[src/rtl/load_store_unit_if.sv]
// load_store_unit_if: execute-stage request/response plus memory-side bus of the load/store unit.
interface load_store_unit_if;
  logic        valid;
  logic        ready;
  logic        write;
  logic [2:0]  funct3;
  logic [31:0] addr;
  logic [31:0] wdata;
  logic        mem_req;
  logic        mem_we;
  logic [31:0] mem_addr;
  logic [31:0] mem_wdata;
  logic [3:0]  mem_be;
  logic        mem_ack;
  logic [31:0] mem_rdata;
  logic        done;
  logic [31:0] rdata;
  logic        fault;
  modport slave (
    input  valid, write, funct3, addr, wdata, mem_ack, mem_rdata,
    output ready, mem_req, mem_we, mem_addr, mem_wdata, mem_be, done, rdata, fault
  );
  modport master (
    output valid, write, funct3, addr, wdata, mem_ack, mem_rdata,
    input  ready, mem_req, mem_we, mem_addr, mem_wdata, mem_be, done, rdata, fault
  );
endinterface

[src/rtl/load_store_unit.sv]
// load_store_unit: RV32I load/store sequencer (IDLE/REQ/DONE) with lane steering, extension and ack timeout.
// Defining LSU_MISALIGN_TRAP_EN faults misaligned H/W accesses instead of aligning them down.
module load_store_unit #(
  parameter int TIMEOUT_CYCLES = 255
) (
  input logic clk,
  input logic rst,
  load_store_unit_if.slave bus
);
  typedef enum logic [1:0] {IDLE, REQ, DONE} state_t;
  state_t state;
  logic [15:0] cnt;
  logic [2:0] f3;
  logic [1:0] lo;
  logic wr, bad;
  logic [3:0] be;
  logic [7:0] bsel;
  logic [15:0] hsel;
  logic [31:0] wrep, ld;
  always_comb begin
    bad = bus.funct3 == 3'b011 || bus.funct3[2:1] == 2'b11 || (bus.write && bus.funct3[2]);
`ifdef LSU_MISALIGN_TRAP_EN
    bad = bad || (bus.funct3[1:0] == 2'b01 && bus.addr[0]) || (bus.funct3[1:0] == 2'b10 && bus.addr[1:0] != 2'b00);
`endif
    be = bus.funct3[1:0] == 2'b00 ? 4'b0001 << bus.addr[1:0] :
         bus.funct3[1:0] == 2'b01 ? 4'b0011 << {bus.addr[1], 1'b0} : 4'b1111;
    wrep = bus.funct3[1:0] == 2'b00 ? {4{bus.wdata[7:0]}} :
           bus.funct3[1:0] == 2'b01 ? {2{bus.wdata[15:0]}} : bus.wdata;
    bsel = 8'(bus.mem_rdata >> {lo, 3'b000});
    hsel = 16'(bus.mem_rdata >> {lo[1], 4'b0000});
    ld = f3[1:0] == 2'b00 ? {{24{bsel[7] & ~f3[2]}}, bsel} :
         f3[1:0] == 2'b01 ? {{16{hsel[15] & ~f3[2]}}, hsel} : bus.mem_rdata;
  end
  always_ff @(posedge clk) begin
    if (rst) begin
      state <= IDLE;
      cnt <= '0;
      f3 <= '0;
      lo <= '0;
      wr <= 1'b0;
      bus.ready <= 1'b1;
      bus.mem_req <= 1'b0;
      bus.mem_we <= 1'b0;
      bus.mem_addr <= '0;
      bus.mem_wdata <= '0;
      bus.mem_be <= '0;
      bus.done <= 1'b0;
      bus.rdata <= '0;
      bus.fault <= 1'b0;
    end else begin
      case (state)
        IDLE: if (bus.valid) begin
          wr <= bus.write;
          f3 <= bus.funct3;
          lo <= bus.addr[1:0];
          cnt <= '0;
          bus.ready <= 1'b0;
          if (bad) begin
            state <= DONE;
            bus.done <= 1'b1;
            bus.fault <= 1'b1;
          end else begin
            state <= REQ;
            bus.mem_req <= 1'b1;
            bus.mem_we <= bus.write;
            bus.mem_addr <= {bus.addr[31:2], 2'b00};
            bus.mem_be <= be;
            bus.mem_wdata <= bus.write ? wrep : '0;
          end
        end
        REQ: if (bus.mem_ack || cnt == 16'(TIMEOUT_CYCLES - 1)) begin
          state <= DONE;
          bus.mem_req <= 1'b0;
          bus.mem_we <= 1'b0;
          bus.mem_addr <= '0;
          bus.mem_wdata <= '0;
          bus.mem_be <= '0;
          bus.done <= 1'b1;
          bus.fault <= !bus.mem_ack;
          bus.rdata <= (bus.mem_ack && !wr) ? ld : '0;
        end else begin
          cnt <= cnt + 16'd1;
        end
        DONE: begin
          state <= IDLE;
          bus.ready <= 1'b1;
          bus.done <= 1'b0;
          bus.fault <= 1'b0;
          bus.rdata <= '0;
        end
        default: state <= IDLE;
      endcase
    end
  end
endmodule

[src/flat_wrapper.sv]
// flat-port wrapper written by rule: the top's interface ports become plain ports
module load_store_unit_flat 
#(
  parameter int TIMEOUT_CYCLES = 255
)
  (clk, rst, bus_valid, bus_write, bus_funct3, bus_addr, bus_wdata, bus_mem_ack, bus_mem_rdata, bus_ready, bus_mem_req, bus_mem_we, bus_mem_addr, bus_mem_wdata, bus_mem_be, bus_done, bus_rdata, bus_fault);
  load_store_unit_if bus_i ();
  input logic clk;
  input logic rst;
  input wire logic [$bits(bus_i.valid)-1:0] bus_valid;
  input wire logic [$bits(bus_i.write)-1:0] bus_write;
  input wire logic [$bits(bus_i.funct3)-1:0] bus_funct3;
  input wire logic [$bits(bus_i.addr)-1:0] bus_addr;
  input wire logic [$bits(bus_i.wdata)-1:0] bus_wdata;
  input wire logic [$bits(bus_i.mem_ack)-1:0] bus_mem_ack;
  input wire logic [$bits(bus_i.mem_rdata)-1:0] bus_mem_rdata;
  output wire logic [$bits(bus_i.ready)-1:0] bus_ready;
  output wire logic [$bits(bus_i.mem_req)-1:0] bus_mem_req;
  output wire logic [$bits(bus_i.mem_we)-1:0] bus_mem_we;
  output wire logic [$bits(bus_i.mem_addr)-1:0] bus_mem_addr;
  output wire logic [$bits(bus_i.mem_wdata)-1:0] bus_mem_wdata;
  output wire logic [$bits(bus_i.mem_be)-1:0] bus_mem_be;
  output wire logic [$bits(bus_i.done)-1:0] bus_done;
  output wire logic [$bits(bus_i.rdata)-1:0] bus_rdata;
  output wire logic [$bits(bus_i.fault)-1:0] bus_fault;
  assign bus_i.valid = bus_valid;
  assign bus_i.write = bus_write;
  assign bus_i.funct3 = bus_funct3;
  assign bus_i.addr = bus_addr;
  assign bus_i.wdata = bus_wdata;
  assign bus_i.mem_ack = bus_mem_ack;
  assign bus_i.mem_rdata = bus_mem_rdata;
  assign bus_ready = bus_i.ready;
  assign bus_mem_req = bus_i.mem_req;
  assign bus_mem_we = bus_i.mem_we;
  assign bus_mem_addr = bus_i.mem_addr;
  assign bus_mem_wdata = bus_i.mem_wdata;
  assign bus_mem_be = bus_i.mem_be;
  assign bus_done = bus_i.done;
  assign bus_rdata = bus_i.rdata;
  assign bus_fault = bus_i.fault;
  load_store_unit #(.TIMEOUT_CYCLES(TIMEOUT_CYCLES)) u_core (.clk(clk), .rst(rst), .bus(bus_i));
endmodule
[config.mk]
export PLATFORM = sky130hd
export DESIGN_NAME = load_store_unit_flat
export DESIGN_NICKNAME = d
export VERILOG_FILES = /design/src/rtl/load_store_unit_if.sv /design/src/rtl/load_store_unit.sv /design/src/flat_wrapper.sv
export SDC_FILE = /design/constraint.sdc
export NUM_CORES = 1
export LEC_CHECK = 0
export CAP_MARGIN = 20
export CORE_AREA = 2 2 107 151
export CTS_BUF_LIST = sky130_fd_sc_hd__clkbuf_8 sky130_fd_sc_hd__clkbuf_16
export DETAILED_ROUTE_END_ITERATION = 8
export DIE_AREA = 0 0 109 153
export MAX_ROUTING_LAYER = met4
export PLACE_DENSITY = 0.71
export SETUP_SLACK_MARGIN = 0.05
export SLEW_MARGIN = 20
export SYNTH_ARGS = -nofsm -noshare
export SYNTH_HDL_FRONTEND = slang
export SYNTH_SLANG_ARGS = --single-unit
[constraint.sdc]
create_clock -name clk -period 3.4 [get_ports clk]
set_input_delay 0.68 -clock clk [delete_from_list [all_inputs] [get_ports clk]]
set_output_delay 0.68 -clock clk [all_outputs]
set_load 0.05 [all_outputs]
==> key figures, run 1 <==
Critical path
  • Slowest stage delay, CP: 610 ps
  • CP most frequent cell: or4_1
  • Critical Path RT: 3710 ps
  • CP Cell Sequence: or4_1 > or4_1 > a211o_2 > buf_4 > a32o_1
  • Worst-path fanout max: 21
  • WS Path Type: reg2reg
  • CP startpoint kind: register
  • CP max-delay cell: or4_1
  • Worst path arrival time: 3130 ps
  • Endpoint class of the critical path: register

Die
  • DIE AREA: 0.0167 mm²
  • Total core area: 0.0153 mm²
  • Chip Height: 153 µm
  • Ports: 209
  • Num rows: 54
  • Initial Util: 0.394
  • Die width: 109 µm

Yosys
  • Synth top area share: 0.421
  • Synth Cell Area: 0.00604 mm²
  • Yosys warning count: 0
  • Dominant cell type by area after synthesis: dfxtp_1
  • Dominant cells by area after synthesis: dfxtp_1, mux2i_1, a32o_1, nand2_1, mux2_2
  • Seq/Total Area, Yosys: 0.421
  • Top_reg_cell synth: dfxtp_1
  • Syn_area_per_cell: 9.17 µm²
  • Synth unique cells: 54
  • Synth Register Bits: 127
  • Number of synthesized flops with an enable pin: 0
  • Gate Count Post-Synth: 658
  • Post-synth ARST share: 0

Pwr
  • Peak supply drop: 331 µV
  • Tot Pwr: 4.41 mW
  • Cell Pwr Density: 498 mW/mm²
  • Leakage: 3.30 nW

Finish
  • Share of cells above drive strength 1: 0.0996
  • Count of non-filler cells in the finished layout: 1,049
  • Ant diodes: 0
  • Synth-to-Final Area Change: 46.8%
  • Final instance area: 0.00886 mm²
  • Number of fill cells: 1,341
  • Util after Layout: 0.578
  • Nets: 947

Timing
  • # setup viols final: 0
  • Final worst slack: 583 ps
  • Relative slew slack: 0.407
  • Hold Vio Cnt, Final: 0
  • Final period utilization: 0.829
  • Hold_ws: 463 ps
  • Worst Tran Pin Value: 888 ps
  • Total Neg Setup Slack: 0 ps
  • Final period demand of the worst path: 2820 ps
  • Clock skew: 10.8 ps
  • Fmax: 355 MHz
  • Fin. max-slew vios: 0
  • Unrepaired setup endpoints after global routing: no

Placed design
  • Post-DP HPWL: 13,400 µm
  • # port buffers: 206
  • Post-Place Worst Slack: 367 ps
  • Placed Area: 0.00824 mm²
  • GPL Wtd Cong: 0.871
  • Dpl cells: 1,018

Clock network
  • Postcts setup bufs: 0
  • Worst skew pair latency: 420 ps
  • Num Clock Sinks: 127
  • Hold_buf cts: 0
  • Post-CTS Resized: 0
  • CTS tree: built
  • Clk root buf: clkbuf_16
  • H-Tree Depth: 4
  • Max Root-Sink Buffers: 2
  • Worst-path clk slew: 60 ps
  • TritonCTS buffer count: 17

Detailed routing
  • Remaining antenna violation count: 0
  • Starting DRC count in detailed routing: 267
  • Via count: 5,895
  • First-pass iteration count of the detailed router: 5
  • Vias per inst: 5.62
  • Final wirelength: 18,700 µm
  • Residual DRC: 0
  • Routed WL per cell: 17.8 µm

Global route
  • Largest net degree at the start of global routing: 48
  • Vias in the first global route: 5,858
  • All-Layer GR Usage: 0.229
  • GR Overflow Total: 0
  • Initial antenna violation count: 0
  • First-pass GRT wire length: 29,200 µm

Flow run
  • Max-Cap Viols: 0

Hold path
  • HP Class: reg2reg

Outcome
  • Status: finished clean
-- worst max-delay path: cells and delay by family (launching register included) --
kind / cells / cell delay, ps
AO/OA/AOI/OAI: 2 / 850
flip-flops: 1 / 350
buffers and inverters: 1 / 290
AND/OR/NAND/NOR: 2 / 1200
-- Yosys cell counts (all sizes together), types with 2 or more instances --
library cell and number:
or4 12, nand2b 5, o2bb2ai 16, a21oi 20, a2111oi 2, nor2 13, ha 2, nand2 99
nor2b 27, a31o 3, or2 11, xnor2 2, mux2 17, nor3b 3, a22o 2, clkbuf 48
o22ai 10, a21o 2, or3 10, nand3 16, o21ai 17, a31oi 9, a41oi 7, nand4 4
buf 11, nand4b 2, a211o 2, nor4 4, nand3b 3, or3b 2, mux2i 65, a211oi 9
o31ai 7, inv 16, dfxtp 127, a32o 40
-- area by class of cell --
type | instances | area [µm²] | area share
Clock buffer | 17 | 425 | 0.0480
Clock inverter | 14 | 199 | 0.0225
Inverter | 16 | 60.1 | 0.00678
Multi-Input combinational cell | 457 | 3210 | 0.362
Sequential cell | 127 | 2540 | 0.287
Tap cell | 196 | 245 | 0.0277
Timing Repair Buffer | 222 | 2180 | 0.246
-- logic make-up (layout without fill, tap and decap cells) --
family,Yosys count,count (layout),synth area share
xor+xnor,2,2,0.00290
compound gates,156,156,0.201
fa+ha+maj,2,2,0.00415
mux,82,82,0.140
simple gates,213,213,0.176
buf+inv,75,269,0.0545
other cells,1,2,0.000621
flops,127,127,0.421
-- state kept, by name, indices dropped and copies added, names as in the netlist --
name,cells
u_core.cnt,16
u_core.wr,1
u_core.bus.rdata,32
u_core.bus.fault,1
u_core.lo,2
u_core.bus.ready,1
u_core.bus.mem_req,1
u_core.bus.mem_addr,30
u_core.bus.mem_wdata,32
u_core.bus.mem_be,4
u_core.f3,3
u_core.bus.mem_we,1
u_core.bus.done,1
u_core.state,2
-- report_power, final --
part           internal (mW)  switching (mW)  leakage [nW]
logic                  0.354           0.500          1.96
registers               1.56          0.0508          1.03
clock network           1.28           0.666         0.309
-- cell usage in the layout, fill, tap and decap left out, types with 3 or more instances in the layout --
master,netlist,layout
nand2_1,99,99
a32o_1,40,40
a31oi_1,9,9
a21oi_1,20,20
o2bb2ai_1,16,16
a31o_2,3,3
buf_4,2,16
or2_2,11,11
nand4_1,4,4
nor4_1,4,3
o21ai_0,17,17
nand3b_1,3,3
nor2_1,13,13
nand3_1,16,16
o22ai_1,10,10
o31ai_1,7,6
bufinv_16,0,5
mux2_2,17,17
clkdlybuf4s50_1,0,206
or3_1,10,10
nand2b_1,5,5
mux2i_1,65,65
or4_1,12,12
clkbuf_16,0,17
nor2b_1,27,27
dfxtp_1,127,127
inv_1,16,16
clkinv_2,0,6
a41oi_1,7,7
a211oi_1,9,8
-- routing by layer --
metal | wire length, µm | track usage | share of wire | up-vias
li1 | - | - | - | 2794
met4 | 610 | 0.0989 | 0.033 | 0
met2 | 9680 | 0.387 | 0.52 | 229
met5 | 0 | - | 0 | -
met3 | 1230 | 0.0606 | 0.066 | 44
met1 | 7170 | 0.247 | 0.38 | 2828
-- final timing paths --
path              slack [ps]                     start  depth (start not counted)                  endpoint
hold reg to reg          460  u_core.bus.mem_wdata[14]                          2  u_core.bus.mem_wdata[14]
setup reg to reg         580             u_core.cnt[8]                          5    u_core.bus.mem_addr[2]
setup / recovery         580             u_core.cnt[8]                          5    u_core.bus.mem_addr[2]
hold / removal           460  u_core.bus.mem_wdata[14]                          2  u_core.bus.mem_wdata[14]
No activity file was read; power rests on OpenSTA's default activity.
==> run 2: changes to the inputs <==
--- a/config.mk
+++ b/config.mk
@@ -11,7 +11,7 @@
 export DETAILED_ROUTE_END_ITERATION = 8
 export DIE_AREA = 0 0 109 153
 export MAX_ROUTING_LAYER = met4
-export PLACE_DENSITY = 0.71
+export PLACE_DENSITY = 0.74
 export SETUP_SLACK_MARGIN = 0.05
 export SLEW_MARGIN = 20
 export SYNTH_ARGS = -nofsm -noshare
==> constraint.sdc (replaced) <==
create_clock -name clk -period 2.34 [get_ports clk]
set_input_delay 0.468 -clock clk [delete_from_list [all_inputs] [get_ports clk]]
set_output_delay 0.468 -clock clk [all_outputs]
set_load 0.05 [all_outputs]
==> key figures, run 2 (synthesis gave the netlist of run 1 again) <==
Timing
  • Worst Tran Pin Value: 650 ps (was 888 ps)
  • Fmax: 436 MHz (was 355 MHz)
  • Final period utilization: 0.981 (was 0.829)
  • Total Neg Setup Slack: 0 ps (unchanged)
  • Fin. max-slew vios: 0 (unchanged)
  • # setup viols final: 0 (unchanged)
  • Clock skew: 7.34 ps (was 10.8 ps)
  • Unrepaired setup endpoints after global routing: yes (was no)
  • Hold Vio Cnt, Final: 0 (unchanged)
  • Relative slew slack: 0.564 (was 0.407)
  • Final period demand of the worst path: 2300 ps (was 2820 ps)

Critical path
  • Endpoint class of the critical path: register (unchanged)
  • Worst-path fanout max: 25 (was 21)
  • CP startpoint kind: register (unchanged)
  • Reg2Reg Setup Slack: 40 ps (was 580 ps)
  • Worst path arrival time: 2600 ps (was 3130 ps)
  • WS Path Type: reg2reg (unchanged)
  • Critical Path RT: 2640 ps (was 3710 ps)

Pwr
  • Switch Pwr: 1.72 mW (was 1.22 mW)
  • Leakage: 3.47 nW (was 3.30 nW)
  • P_int: 4.37 mW (was 3.19 mW)
  • Sequential Power Share: 0.381 (was 0.364)
  • Combinational power share: 0.217 (was 0.194)
  • Tot Pwr: 6.09 mW (was 4.41 mW)
  • Net Sw Frac: 0.283 (was 0.276)
  • Clock power share: 0.403 (was 0.442)
  • Peak supply drop: 471 µV (was 331 µV)
  • Cell Pwr Density: 665 mW/mm² (was 498 mW/mm²)

Clock network
  • Num Clock Sinks: 127 (unchanged)
  • CTS tree: built (unchanged)
  • TritonCTS buffer count: 17 (unchanged)
  • Worst skew pair latency: 410 ps (was 420 ps)
  • Worst-path clk slew: 50 ps (was 60 ps)
  • Max Root-Sink Buffers: 2 (unchanged)
  • H-Tree Depth: 4 (unchanged)
  • Clk root buf: clkbuf_16 (unchanged)

Die
  • Ports: 209 (unchanged)
  • DIE AREA: 0.0167 mm² (unchanged)
  • Initial Util: 0.394 (unchanged)
  • Num rows: 54 (unchanged)
  • Die width: 109 µm (unchanged)
  • Chip Height: 153 µm (unchanged)
  • Total core area: 0.0153 mm² (unchanged)

Placed design
  • GPL Wtd Cong: 0.924 (was 0.871)
  • Dpl cells: 1,050 (was 1,018)
  • Placed Area: 0.00857 mm² (was 0.00824 mm²)
  • # port buffers: 206 (unchanged)
  • Post-DP HPWL: 13,200 µm (was 13,400 µm)

Finish
  • Number of fill cells: 1,377 (was 1,341)
  • Area of the multi-input gates: 0.00324 mm² (was 0.00321 mm²)
  • Share of cells above drive strength 1: 0.137 (was 0.0996)
  • Commonest non-fill, non-tap cell in the layout: clkdlybuf4s50_1 (unchanged)
  • Synth-to-Final Area Change: 51.8% (was 46.8%)
  • Count of non-filler cells in the finished layout: 1,082 (was 1,049)
  • Ant diodes: 0 (unchanged)
  • Most frequent cells in the layout: clkdlybuf4s50_1, dfxtp_1, nand2_1, mux2i_1, buf_4 (was clkdlybuf4s50_1, dfxtp_1, nand2_1, mux2i_1, a32o_1)
  • Largest regs: u_core.bus.mem_wdata: 32 flops, u_core.bus.rdata: 32 flops, u_core.bus.mem_addr: 30 flops (unchanged)
  • Register area: 0.00254 mm² (about the same)
  • Final instance area: 0.00916 mm² (was 0.00886 mm²)
  • Nets: 980 (was 947)

Detailed routing
  • Remaining antenna violation count: 0 (unchanged)
  • First-pass iteration count of the detailed router: 5 (unchanged)
  • Final wirelength: 18,500 µm (was 18,700 µm)
  • Residual DRC: 0 (unchanged)
  • Vias per inst: 5.42 (was 5.62)
  • Routed WL per cell: 17.1 µm (was 17.8 µm)
  • Starting DRC count in detailed routing: 249 (was 267)
  • Via count: 5,862 (was 5,895)

Global route
  • First-pass GRT wire length: 29,900 µm (was 29,200 µm)
  • Largest net degree at the start of global routing: 49 (was 48)
  • Vias in the first global route: 5,851 (was 5,858)
  • All-Layer GR Usage: 0.235 (was 0.229)
  • GR Overflow Total: 0 (unchanged)
  • Initial antenna violation count: 0 (unchanged)

Outcome
  • Status: finished clean (unchanged)

Hold path
  • HP Class: reg2reg (unchanged)

Flow run
  • Max-Cap Viols: 0 (unchanged)
run 2: power by group through the flow:
stage | registers (mW) | clock network (mW) | logic (mW)
after global placement | 2.36 | 0 | 1.30
final | 2.32 | 2.45 | 1.32
after floorplan | 2.65 | 0 | 0.477
after detailed placement | 2.36 | 0 | 1.31
after global routing | 2.33 | 2.63 | 1.40
after CTS | 2.32 | 2.52 | 1.32
run 2: cell type report:
| class | count | share of cell area |
|---|---|---|
| Clock buffer | 21 | 0.0524 |
| Clock inverter | 10 | 0.00778 |
| Sequential cell | 127 | 0.278 |
| Tap cell | 196 | 0.0268 |
| Multi-Input combinational cell | 457 | 0.354 |
| Inverter | 16 | 0.00655 |
| Timing Repair Buffer | 255 | 0.275 |
run 2: timing repair:
item,CTS,global route
hold buffers,0,0
gates resized for setup,1,3
buffers inserted,0,1
endpoints found under the setup margin,21,62
run 2: final timing paths:
kind	cells past startpoint	from	endpoint
worst min-delay path	2	u_core.bus.mem_wdata[13]	u_core.bus.mem_wdata[13]
worst min register to register	2	u_core.bus.mem_wdata[13]	u_core.bus.mem_wdata[13]
worst max register to register	5	u_core.cnt[14]	u_core.bus.mem_addr[31]
worst max-delay path	5	u_core.cnt[14]	u_core.bus.mem_addr[31]
run 2: critical path, cell delays in order (launching register included):
cell and delay, ps:
dfxtp_2 330, or4_4 540, or4_4 470, a211o_4 390, buf_12 170, a32o_1 270
run 2: through the flow:
step           worst slack, ps  hold WS [ps]   util
2_1_floorplan             44.1           444      -
3_3_place_gp              -240           443  0.559
3_5_place_dp              -259           450  0.559
4_1_cts                   35.7           459  0.596
5_1_grt                   3.61           471  0.597
6_report                  44.2           457  0.597
run 2: layer usage:
layer  up-vias  track usage  wire length, µm
li1       2854            -                -
met1      2770        0.269             7540
met2       183        0.376             9280
met3        55       0.0546              854
met4         0        0.125              805
met5         -            -                0
